**config.mk**
```make
export PLATFORM = sky130hd
export DESIGN_NAME = fetch_stage_flat
export DESIGN_NICKNAME = d
export VERILOG_FILES = /design/src/rtl/fetch_stage_if.sv /design/src/rtl/fetch_stage.sv /design/src/flat_wrapper.sv
export SDC_FILE = /design/constraint.sdc
export NUM_CORES = 1
export LEC_CHECK = 0
export CORE_UTILIZATION = 45
export DETAILED_ROUTE_END_ITERATION = 8
export PLACE_DENSITY = 0.79
export SLEW_MARGIN = 20
export SYNTH_ARGS = -nofsm -noshare
export SYNTH_HDL_FRONTEND = slang
export SYNTH_SLANG_ARGS = --single-unit
```
**constraint.sdc**
```tcl
create_clock -name clk -period 7.3 [get_ports clk]
set_clock_uncertainty 0.15 [all_clocks]
set_input_delay 1.095 -clock clk [delete_from_list [all_inputs] [get_ports clk]]
set_output_delay 1.095 -clock clk [all_outputs]
set_load 0.01 [all_outputs]
```
**src/rtl/fetch_stage_if.sv**
```systemverilog
// rtl/fetch_stage_if.sv - instruction-memory req/ack handshake bundle
interface fetch_stage_if #(
    parameter int AW = 16,
    parameter int DW = 16
);
    logic          imem_req;
    logic [AW-1:0] imem_addr;
    logic          imem_ack;
    logic [DW-1:0] imem_rdata;

    // Fetch stage side: issues requests, receives data
    modport master (
        output imem_req,
        output imem_addr,
        input  imem_ack,
        input  imem_rdata
    );

    // Memory side: receives requests, returns data
    modport slave (
        input  imem_req,
        input  imem_addr,
        output imem_ack,
        output imem_rdata
    );
endinterface

```
**src/rtl/fetch_stage.sv**
```systemverilog
// rtl/fetch_stage.sv - instruction-fetch stage driving IF/ID from a req/ack instruction memory
module fetch_stage #(
    parameter int            AW       = 16,
    parameter int            DW       = 16,
    parameter logic [AW-1:0] PC_INC   = AW'(2),
    parameter logic [DW-1:0] NOP      = '0,
    parameter int            WAIT_MAX = 8
) (
    input  logic          clk,
    input  logic          rst,
    input  logic [AW-1:0] PC,
    input  logic          Halt,
    input  logic          Stall,
    input  logic          Flush,
    fetch_stage_if.master imem,
    output logic          StopPC,
    output logic [DW-1:0] IFID_Instr,
    output logic [AW-1:0] IFID_PC,
    output logic [AW-1:0] IFID_PCPlus,
    output logic          IFID_Valid,
    output logic          fetch_err
);

    localparam int            CW       = $clog2(WAIT_MAX + 1);
    localparam logic [CW-1:0] WAIT_LIM = CW'(WAIT_MAX);

    typedef enum logic [1:0] {
        S_REQ    = 2'd0,
        S_HOLD   = 2'd1,
        S_DRAIN  = 2'd2,
        S_HALTED = 2'd3
    } state_t;

    state_t        state_q, state_d;
    logic [AW-1:0] addr_q, addr_d;

    // Parking slot for an instruction that arrived while ID was stalled
    logic [DW-1:0] hold_instr_q, hold_instr_d;
    logic [AW-1:0] hold_pc_q, hold_pc_d;
    logic          hold_valid_q, hold_valid_d;

    // Halt seen while a request was still outstanding
    logic          halt_pend_q, halt_pend_d;

    logic [CW-1:0] wait_cnt_q, wait_cnt_d;
    logic          fetch_err_q, fetch_err_d;

    logic [DW-1:0] ifid_instr_q, ifid_instr_d;
    logic [AW-1:0] ifid_pc_q, ifid_pc_d;
    logic [AW-1:0] ifid_pcplus_q, ifid_pcplus_d;
    logic          ifid_valid_q, ifid_valid_d;

    logic          req_c;
    logic [AW-1:0] addr_c;
    logic          stop_c;
    logic          halt_now;
    logic          counting;

    // Next-state, IF/ID load selection and handshake outputs
    always_comb begin
        state_d       = state_q;
        addr_d        = addr_q;
        hold_instr_d  = hold_instr_q;
        hold_pc_d     = hold_pc_q;
        hold_valid_d  = hold_valid_q;
        halt_pend_d   = halt_pend_q;
        ifid_instr_d  = ifid_instr_q;
        ifid_pc_d     = ifid_pc_q;
        ifid_pcplus_d = ifid_pcplus_q;
        ifid_valid_d  = ifid_valid_q;
        req_c         = 1'b0;
        addr_c        = addr_q;
        stop_c        = 1'b1;
        halt_now      = halt_pend_q;

        unique case (state_q)
            S_REQ: begin
                req_c       = 1'b1;
                addr_c      = PC;
                addr_d      = PC;
                halt_now    = Halt | halt_pend_q;
                halt_pend_d = halt_now;
                if (Flush) begin
                    // Redirect: bubble IF/ID, let PC take the target
                    stop_c       = 1'b0;
                    ifid_valid_d = 1'b0;
                    ifid_instr_d = NOP;
                    hold_valid_d = 1'b0;
                    if (imem.imem_ack) begin
                        state_d = halt_now ? S_HALTED : S_REQ;
                    end else begin
                        // Request is in flight; keep it stable and drop its data later
                        state_d = S_DRAIN;
                    end
                end else if (imem.imem_ack) begin
                    stop_c = 1'b0;
                    if (Stall) begin
                        hold_instr_d = imem.imem_rdata;
                        hold_pc_d    = PC;
                        hold_valid_d = 1'b1;
                        state_d      = S_HOLD;
                    end else begin
                        ifid_instr_d  = imem.imem_rdata;
                        ifid_pc_d     = PC;
                        ifid_pcplus_d = PC + PC_INC;
                        ifid_valid_d  = 1'b1;
                        state_d       = halt_now ? S_HALTED : S_REQ;
                    end
                end else if (!Stall) begin
                    ifid_valid_d = 1'b0;
                    ifid_instr_d = NOP;
                end
            end

            S_HOLD: begin
                halt_now    = Halt | halt_pend_q;
                halt_pend_d = halt_now;
                if (Flush) begin
                    stop_c       = 1'b0;
                    ifid_valid_d = 1'b0;
                    ifid_instr_d = NOP;
                    hold_valid_d = 1'b0;
                    state_d      = halt_now ? S_HALTED : S_REQ;
                end else if (!Stall) begin
                    ifid_instr_d  = hold_instr_q;
                    ifid_pc_d     = hold_pc_q;
                    ifid_pcplus_d = hold_pc_q + PC_INC;
                    ifid_valid_d  = hold_valid_q;
                    hold_valid_d  = 1'b0;
                    state_d       = halt_now ? S_HALTED : S_REQ;
                end
            end

            S_DRAIN: begin
                req_c = 1'b1;
                if (Flush) begin
                    stop_c       = 1'b0;
                    ifid_valid_d = 1'b0;
                    ifid_instr_d = NOP;
                    hold_valid_d = 1'b0;
                end else if (!Stall) begin
                    ifid_valid_d = 1'b0;
                    ifid_instr_d = NOP;
                end
                if (imem.imem_ack) begin
                    state_d = halt_pend_q ? S_HALTED : S_REQ;
                end
            end

            S_HALTED: begin
                if (Flush || !Stall) begin
                    ifid_valid_d = 1'b0;
                    ifid_instr_d = NOP;
                end
            end

            default: begin
                state_d = S_REQ;
            end
        endcase

        // Timeout tracking: only uninterrupted waiting in the same requesting state counts
        counting = ((state_q == S_REQ) || (state_q == S_DRAIN)) && !imem.imem_ack
                   && (state_d == state_q);
        if (!counting) begin
            wait_cnt_d = '0;
        end else if (wait_cnt_q == WAIT_LIM) begin
            wait_cnt_d = wait_cnt_q;
        end else begin
            wait_cnt_d = wait_cnt_q + 1'b1;
        end
        fetch_err_d = fetch_err_q | (wait_cnt_d == WAIT_LIM);
    end

    // State and pipeline registers with synchronous reset
    always_ff @(posedge clk) begin
        if (rst) begin
            state_q       <= S_REQ;
            addr_q        <= '0;
            hold_instr_q  <= NOP;
            hold_pc_q     <= '0;
            hold_valid_q  <= 1'b0;
            halt_pend_q   <= 1'b0;
            wait_cnt_q    <= '0;
            fetch_err_q   <= 1'b0;
            ifid_instr_q  <= NOP;
            ifid_pc_q     <= '0;
            ifid_pcplus_q <= '0;
            ifid_valid_q  <= 1'b0;
        end else begin
            state_q       <= state_d;
            addr_q        <= addr_d;
            hold_instr_q  <= hold_instr_d;
            hold_pc_q     <= hold_pc_d;
            hold_valid_q  <= hold_valid_d;
            halt_pend_q   <= halt_pend_d;
            wait_cnt_q    <= wait_cnt_d;
            fetch_err_q   <= fetch_err_d;
            ifid_instr_q  <= ifid_instr_d;
            ifid_pc_q     <= ifid_pc_d;
            ifid_pcplus_q <= ifid_pcplus_d;
            ifid_valid_q  <= ifid_valid_d;
        end
    end

    // The reset cycle never requests and always holds the PC
    assign imem.imem_req  = req_c & ~rst;
    assign imem.imem_addr = addr_c;
    assign StopPC         = stop_c | rst;

    assign IFID_Instr  = ifid_instr_q;
    assign IFID_PC     = ifid_pc_q;
    assign IFID_PCPlus = ifid_pcplus_q;
    assign IFID_Valid  = ifid_valid_q;
    assign fetch_err   = fetch_err_q;

endmodule

```
**src/flat_wrapper.sv**
```systemverilog
// flat-port wrapper written by rule: the top's interface ports become plain ports
module fetch_stage_flat 
#(
    parameter int            AW       = 16,
    parameter int            DW       = 16,
    parameter logic [AW-1:0] PC_INC   = AW'(2),
    parameter logic [DW-1:0] NOP      = '0,
    parameter int            WAIT_MAX = 8
)
  (clk, rst, PC, Halt, Stall, Flush, StopPC, IFID_Instr, IFID_PC, IFID_PCPlus, IFID_Valid, fetch_err, imem_imem_req, imem_imem_addr, imem_imem_ack, imem_imem_rdata);
  fetch_stage_if #(.AW(AW), .DW(DW)) imem_i ();
  input  logic clk;
  input  logic rst;
  input  logic [AW-1:0] PC;
  input  logic Halt;
  input  logic Stall;
  input  logic Flush;
  output logic StopPC;
  output logic [DW-1:0] IFID_Instr;
  output logic [AW-1:0] IFID_PC;
  output logic [AW-1:0] IFID_PCPlus;
  output logic IFID_Valid;
  output logic fetch_err;
  output wire logic [$bits(imem_i.imem_req)-1:0] imem_imem_req;
  output wire logic [$bits(imem_i.imem_addr)-1:0] imem_imem_addr;
  input wire logic [$bits(imem_i.imem_ack)-1:0] imem_imem_ack;
  input wire logic [$bits(imem_i.imem_rdata)-1:0] imem_imem_rdata;
  assign imem_imem_req = imem_i.imem_req;
  assign imem_imem_addr = imem_i.imem_addr;
  assign imem_i.imem_ack = imem_imem_ack;
  assign imem_i.imem_rdata = imem_imem_rdata;
  fetch_stage #(.AW(AW), .DW(DW), .PC_INC(PC_INC), .NOP(NOP), .WAIT_MAX(WAIT_MAX)) u_core (.clk(clk), .rst(rst), .PC(PC), .Halt(Halt), .Stall(Stall), .Flush(Flush), .imem(imem_i), .StopPC(StopPC), .IFID_Instr(IFID_Instr), .IFID_PC(IFID_PC), .IFID_PCPlus(IFID_PCPlus), .IFID_Valid(IFID_Valid), .fetch_err(fetch_err));
endmodule
```
# --- After elaboration in Yosys (flattened, before gate mapping) ---
# Cells that the tools add are included.
word_totals:
  regBits: 106
  out_inout_bits: 68
  input_bits: 38
  word_cells: 109
classes:
  n_addsub: 3
  bitwise: 6
  eq_ne: 17
  muxes: 55
  reduce_logical: 16
ops:
  columns: ["operator", "n"]
  rows:
  - ["$mux 16", 19]
  - ["$pmux 16 s2", 2]
  - ["$pmux 16 s4", 1]
  - ["$add 16x2->16 const B", 2]
  - ["$mux 1", 18]
  - ["$mux 2", 9]
  - ["$ne 2x2->1 const B", 6]
  - ["$ne 3x3->1 const B", 3]
  - ["$eq 4x4->1 const B", 2]
  - ["$mux 4", 2]
  - ["$pmux 2 s3", 1]
  - ["$reduce_and 6->1", 1]
  - ["$reduce_or 2->1", 3]
  - ["$reduce_and 5->1", 1]
  - ["$add 4x1->4 const B", 1]
  - ["$eq 2x2->1 const B", 2]
  - ["$ne 4x4->1 const B", 1]
  - ["$pmux 1 s4", 1]
  - ["$reduce_and 4->1", 1]
  - ["$or 1x1->1", 3]
  - ["$pmux 1 s3", 1]
  - ["$reduce_and 3->1", 1]
  - ["$reduce_bool 3->1", 1]
  - ["$eq 2x1->1 const B", 1]
  - ["other kinds (10)", 14]

# --- Depth between registers and ports, before layout ---
logic_depth:
  depth_word: 11
  depth_mapped: 12
  mapped_depth_nobuf: 9

# --- Worst setup path after synthesis ---
# No wires, ideal clock.
synth_path:
  kind: "input -> output"
  from: "input rst"
  to: "output imem_imem_req"
  setup_slack_ps: 3982
  arrival_ps: 2073
  stages: 4
  t_required_ps: 6055
  path_buffers: 3
  path_cell_list: "clkbuf_1 -> clkbuf_1 -> buf_1 -> nor2_1"
synth_via:
  elab_chain_cells: 2
synth_rtl:
  columns: ["element", "line_no", "text"]
  rows:
  - ["start: declaration", "flat_wrapper.sv:13", "input logic rst;"]
  - ["$not 1->1", "fetch_stage.sv:207", "assign imem.imem_req = req_c & ~rst;"]
  - ["$and 1x1->1", "fetch_stage.sv:207", null]
  - ["end: declaration", "flat_wrapper.sv:24", "output wire logic [$bits(imem_i.imem_req)-1:0] imem_imem_req;"]
# Every way passes these cells.

# --- Final worst setup path ---
layout_path:
  from: "input imem_imem_ack"
  to: "output StopPC"
layout_via:
  elab_chain_cells: 4
layout_rtl:
  columns: ["element", "line_no", "text"]
  rows:
  - ["start: declaration", "flat_wrapper.sv:26", "input wire logic [$bits(imem_i.imem_ack)-1:0] imem_imem_ack;"]
  - ["$mux 1", "fetch_stage.sv:95", "end else if (imem.imem_ack) begin"]
  - ["$mux 1", "fetch_stage.sv:83", "if (Flush) begin"]
  - ["$pmux 1 s2", "fetch_stage.sv:76", "unique case (state_q)"]
  - ["$or 1x1->1", "fetch_stage.sv:209", "assign StopPC = stop_c | rst;"]
  - ["end: declaration", "flat_wrapper.sv:18", "output logic StopPC;"]
# Every way passes these cells.

==> results.md <==
- Count leader, synth: dfxtp_1
- Syn Nets: 590
- Part of the power in registers: 45.8%
- Io pins: 106
- R2r startpoint: u_core.state_q[1]
- Mux contribution to synthesized area: 8.07%
- Unrepaired setup endpoints after global routing: no
- Largest net degree at the start of global routing: 71
- CTS-repair resized insts: 0
- CP cell instances: clkdlybuf4s50_1 -> inv_1 -> a21oi_1 -> o21ai_0 -> clkdlybuf4s50_1
- Core region area: 10400 µm²
- Final worst path period need: 3.86 ns
- Period utilization: 52.9%
- Worst setup path start: imem_imem_ack
- DR iter-0 viols: 167
- Die area: 11100 µm²
- Avg Cell Area, Syn: 8.86 µm²
- Setup_tns: 0 ns
- Die Width: 106 µm
- Reg-to-reg slack, setup: 4.07 ns
- Clock Root Buffer: clkbuf_8
- CP Data Required Time: 6.05 ns
- Die height: 106 µm
- Delay-heaviest family, CP: buffers and inverters
- Pleak: 2.17 nW
- RePlAce Congestion: 0.874
- PortBufs: 105
- Synth async-reset ratio: 0%
- Drt total wl: 11.7 mm
- Internal: 0.961 mW
- Grt ovf: 0
- Number of diodes: 0
- HPWL after DPL: 8.10 mm
- Slew @ Worst Pin: 0.788 ns
- First-pass detailed-route iteration total: 4
- Yosys top cell by area: dfxtp_1
- CP max stage delay: 0.58 ns
- Upper clock frequency limit: 259 MHz
- Crit Path Class: input port to output port
- HP Start: u_core.hold_pc_q[0]
- Synthesized-area fraction occupied by adder cells: 2.08%
- CP max FO: 8
- Layout cell share with drive strength beyond 1: 9.81%
- DP Area: 5900 µm²
- Cts bufs inserted: 9
- Sw Ratio: 31.5%
- Post-synth EDFFs: 0
- RR Endpoint: u_core.IFID_PCPlus[15]
- Antenna Nets Post-Route: 0
- Total Routing Usage GR: 21.3%
- CTS tree: done
- Core Rows: 37
- Max IR drop VDD: 112 µV
- Clk pwr share: 24.8%
- Longest Clk Path Bufs: 2
- Synth top area cells: dfxtp_1 (44%), nand2_1 (6.7%), mux2_2 (5.4%)
- Post-synthesis simple-gate area fraction: 20.7%
- Post-Syn Instances: 544
- Mapped cell area: 4820 µm²
- Hold endpoint: u_core.hold_pc_q[0]
- Worst-skew pair later-pin latency: 0.36 ns
- Post-synthesis cell type count: 53
- Worst Hold Depth: 2
- Hold crit path type: flop to flop
- Slew HR: 47.4%
- Setup violators final: 0
- CP Buf/Inv Count: 3
- Antenna violations before repair: 0
- Total power per unit cell area: 230 nW/µm²
- Vias: 4224
- Multi-input logic area: 2500 µm²
- Reg2reg path depth: 10
- Cts hold-fix bufs: 0
- DR WL/cell: 15.2 µm
- CP max-delay cell: clkdlybuf4s50_1
- Cell repeated most along the worst path: clkdlybuf4s50_1
- Top_reg_cell synth: dfxtp_1
- Syn. warnings: 0
- Clk pin slew, worst setup/hold paths: 0.09 ns
- Total Nets Final: 673
- Postcts setup bufs: 0
- Synth Register Bits: 105
- Max Cap Violations: 0
- Critical Path AT: 2.62 ns
- Compound-gate portion of the synthesized area: 19.0%
- Vias in the first global route: 3975
- Vias per cell: 5.50
- Post-Synth XOR/XNOR Area: 1.63%
- Starting Density: 46.5%
- Synth cell count leaders: dfxtp_1 (105), nand2_1 (86), nor2_1 (51)
- Fillers: 943
- Main combinational cell family by area after synthesis: simple AND/OR/NAND/NOR gates
- Switching pwr: 0.442 mW
- Crit path launch type: input port
- First-pass GRT wire length: 19.1 mm
- Design area: 6090 µm²
- H-Tree Depth: 3
- Endpoint type of the worst setup path: output port
- Combinational power share: 29.4%
- Hold Vio Cnt, Final: 0
- Register area: 2100 µm²
- Status: finished clean
- Synth-to-Final Area Change: 26.3%
- Remaining DRCs: 0
- Final Slew Violations: 0
- Top cell type's share of synthesized area: 43.6%
- Register area share after synthesis: 43.6%
- TritonCTS Sinks: 105
[cell families (layout without fill, tap and decap cells)]
| group | Yosys count | count (layout) |
|---|---|---|
| AO/OA/AOI/OAI | 130 | 130 |
| XOR/XNOR | 9 | 9 |
| adder cells (fa/ha/maj) | 8 | 8 |
| buffers and inverters | 49 | 137 |
| flip-flops | 105 | 105 |
| multiplexers | 36 | 36 |
| AND/OR/NAND/NOR | 207 | 207 |
[power groups by stage]
stage | clock network [mW] | logic (mW) | registers (mW)
4_1_cts | 0.356 | 0.415 | 0.642
5_1_grt | 0.385 | 0.449 | 0.648
3_5_place_dp | 0 | 0.412 | 0.656
3_3_place_gp | 0 | 0.403 | 0.653
2_1_floorplan | 0 | 0.253 | 0.658
6_report | 0.348 | 0.413 | 0.642
[sequential cells by signal, indices dropped and copies added, names as in the netlist]
register and count:
u_core.IFID_Valid 1, u_core.hold_valid_q 1, u_core.IFID_PCPlus 16, u_core.halt_pend_q 1, u_core.fetch_err 1, u_core.IFID_PC 15, u_core.hold_pc_q 16, u_core.wait_cnt_q 4
u_core.addr_q 16, u_core.IFID_Instr 16, u_core.hold_instr_q 16, u_core.state_q 2
[worst min-delay path: stages, from the launching register on]
cell and delay [ns]:
dfxtp_1 0.32, nand2_1 0.05, a21oi_1 0.05
[worst max-delay path by stage]
stage | end | slack, ns | cells past startpoint
finish | StopPC | 3.44 | 5
floorplan | imem_imem_req | 3.98 | 4
detailed placement | StopPC | 3.47 | 5
global placement | StopPC | 3.48 | 5
global route | StopPC | 3.36 | 5
CTS | StopPC | 3.44 | 5
[placed cells by master (no fill, tap or decap), drive strengths merged, types with 2 or more instances in the layout]
| master | netlist | final |
|---|---|---|
| clkdlybuf4s50 | 0 | 104 |
| ha | 8 | 8 |
| clkbuf | 18 | 11 |
| a21o | 5 | 5 |
| o31ai | 2 | 2 |
| a211o | 3 | 3 |
| nand2 | 87 | 87 |
| nand3 | 10 | 10 |
| a211oi | 18 | 18 |
| mux2i | 13 | 13 |
| nand4 | 5 | 5 |
| inv | 10 | 13 |
| a22oi | 18 | 18 |
| nor2b | 19 | 19 |
| buf | 21 | 7 |
| dfxtp | 105 | 105 |
| a22o | 16 | 16 |
| a21oi | 46 | 46 |
| a311o | 2 | 2 |
| nand3b | 6 | 6 |
| xnor2 | 7 | 7 |
| o21bai | 2 | 2 |
| mux2 | 23 | 23 |
| nand4b | 3 | 3 |
| nor3b | 6 | 6 |
| nor2 | 51 | 51 |
| xor2 | 2 | 2 |
| nand2b | 3 | 3 |
| nor3 | 11 | 11 |
| clkinv | 0 | 2 |
| o21ai | 10 | 10 |
[per-layer routing]
metal  track usage, %  vias up  part of all wire, %
li1                 -     2071                    -
met1             26.4     2040                   45
met2             36.9       99                   49
met3             3.90       14                  3.9
met4             7.84        0                  1.6
met5                0        -                    0
[stage by stage]
| step | instances | worst slack, ns | util [%] | hold WS (ns) | total power [mW] |
|---|---|---|---|---|---|
| finish | 768 | 3.44 | 58.7 | 0.309 | 1.40 |
| global route | 768 | 3.36 | 58.7 | 0.330 | 1.48 |
| floorplan | 544 | 3.98 | - | 0.286 | 0.911 |
| CTS | 768 | 3.44 | 58.7 | 0.313 | 1.41 |
| detailed placement | 752 | 3.47 | 56.9 | 0.299 | 1.07 |
| global placement | 752 | 3.48 | 56.9 | 0.292 | 1.06 |
[layout make-up]
cell class / instances / share of cell area [%]
Sequential cell: 105 / 34.5
Inverter: 10 / 0.616
Clock inverter: 5 / 0.760
Timing Repair Buffer: 111 / 18.0
Multi-Input combinational cell: 390 / 41.0
Clock buffer: 11 / 2.32
Tap cell: 136 / 2.79
(Power assumes the default switching activity.)
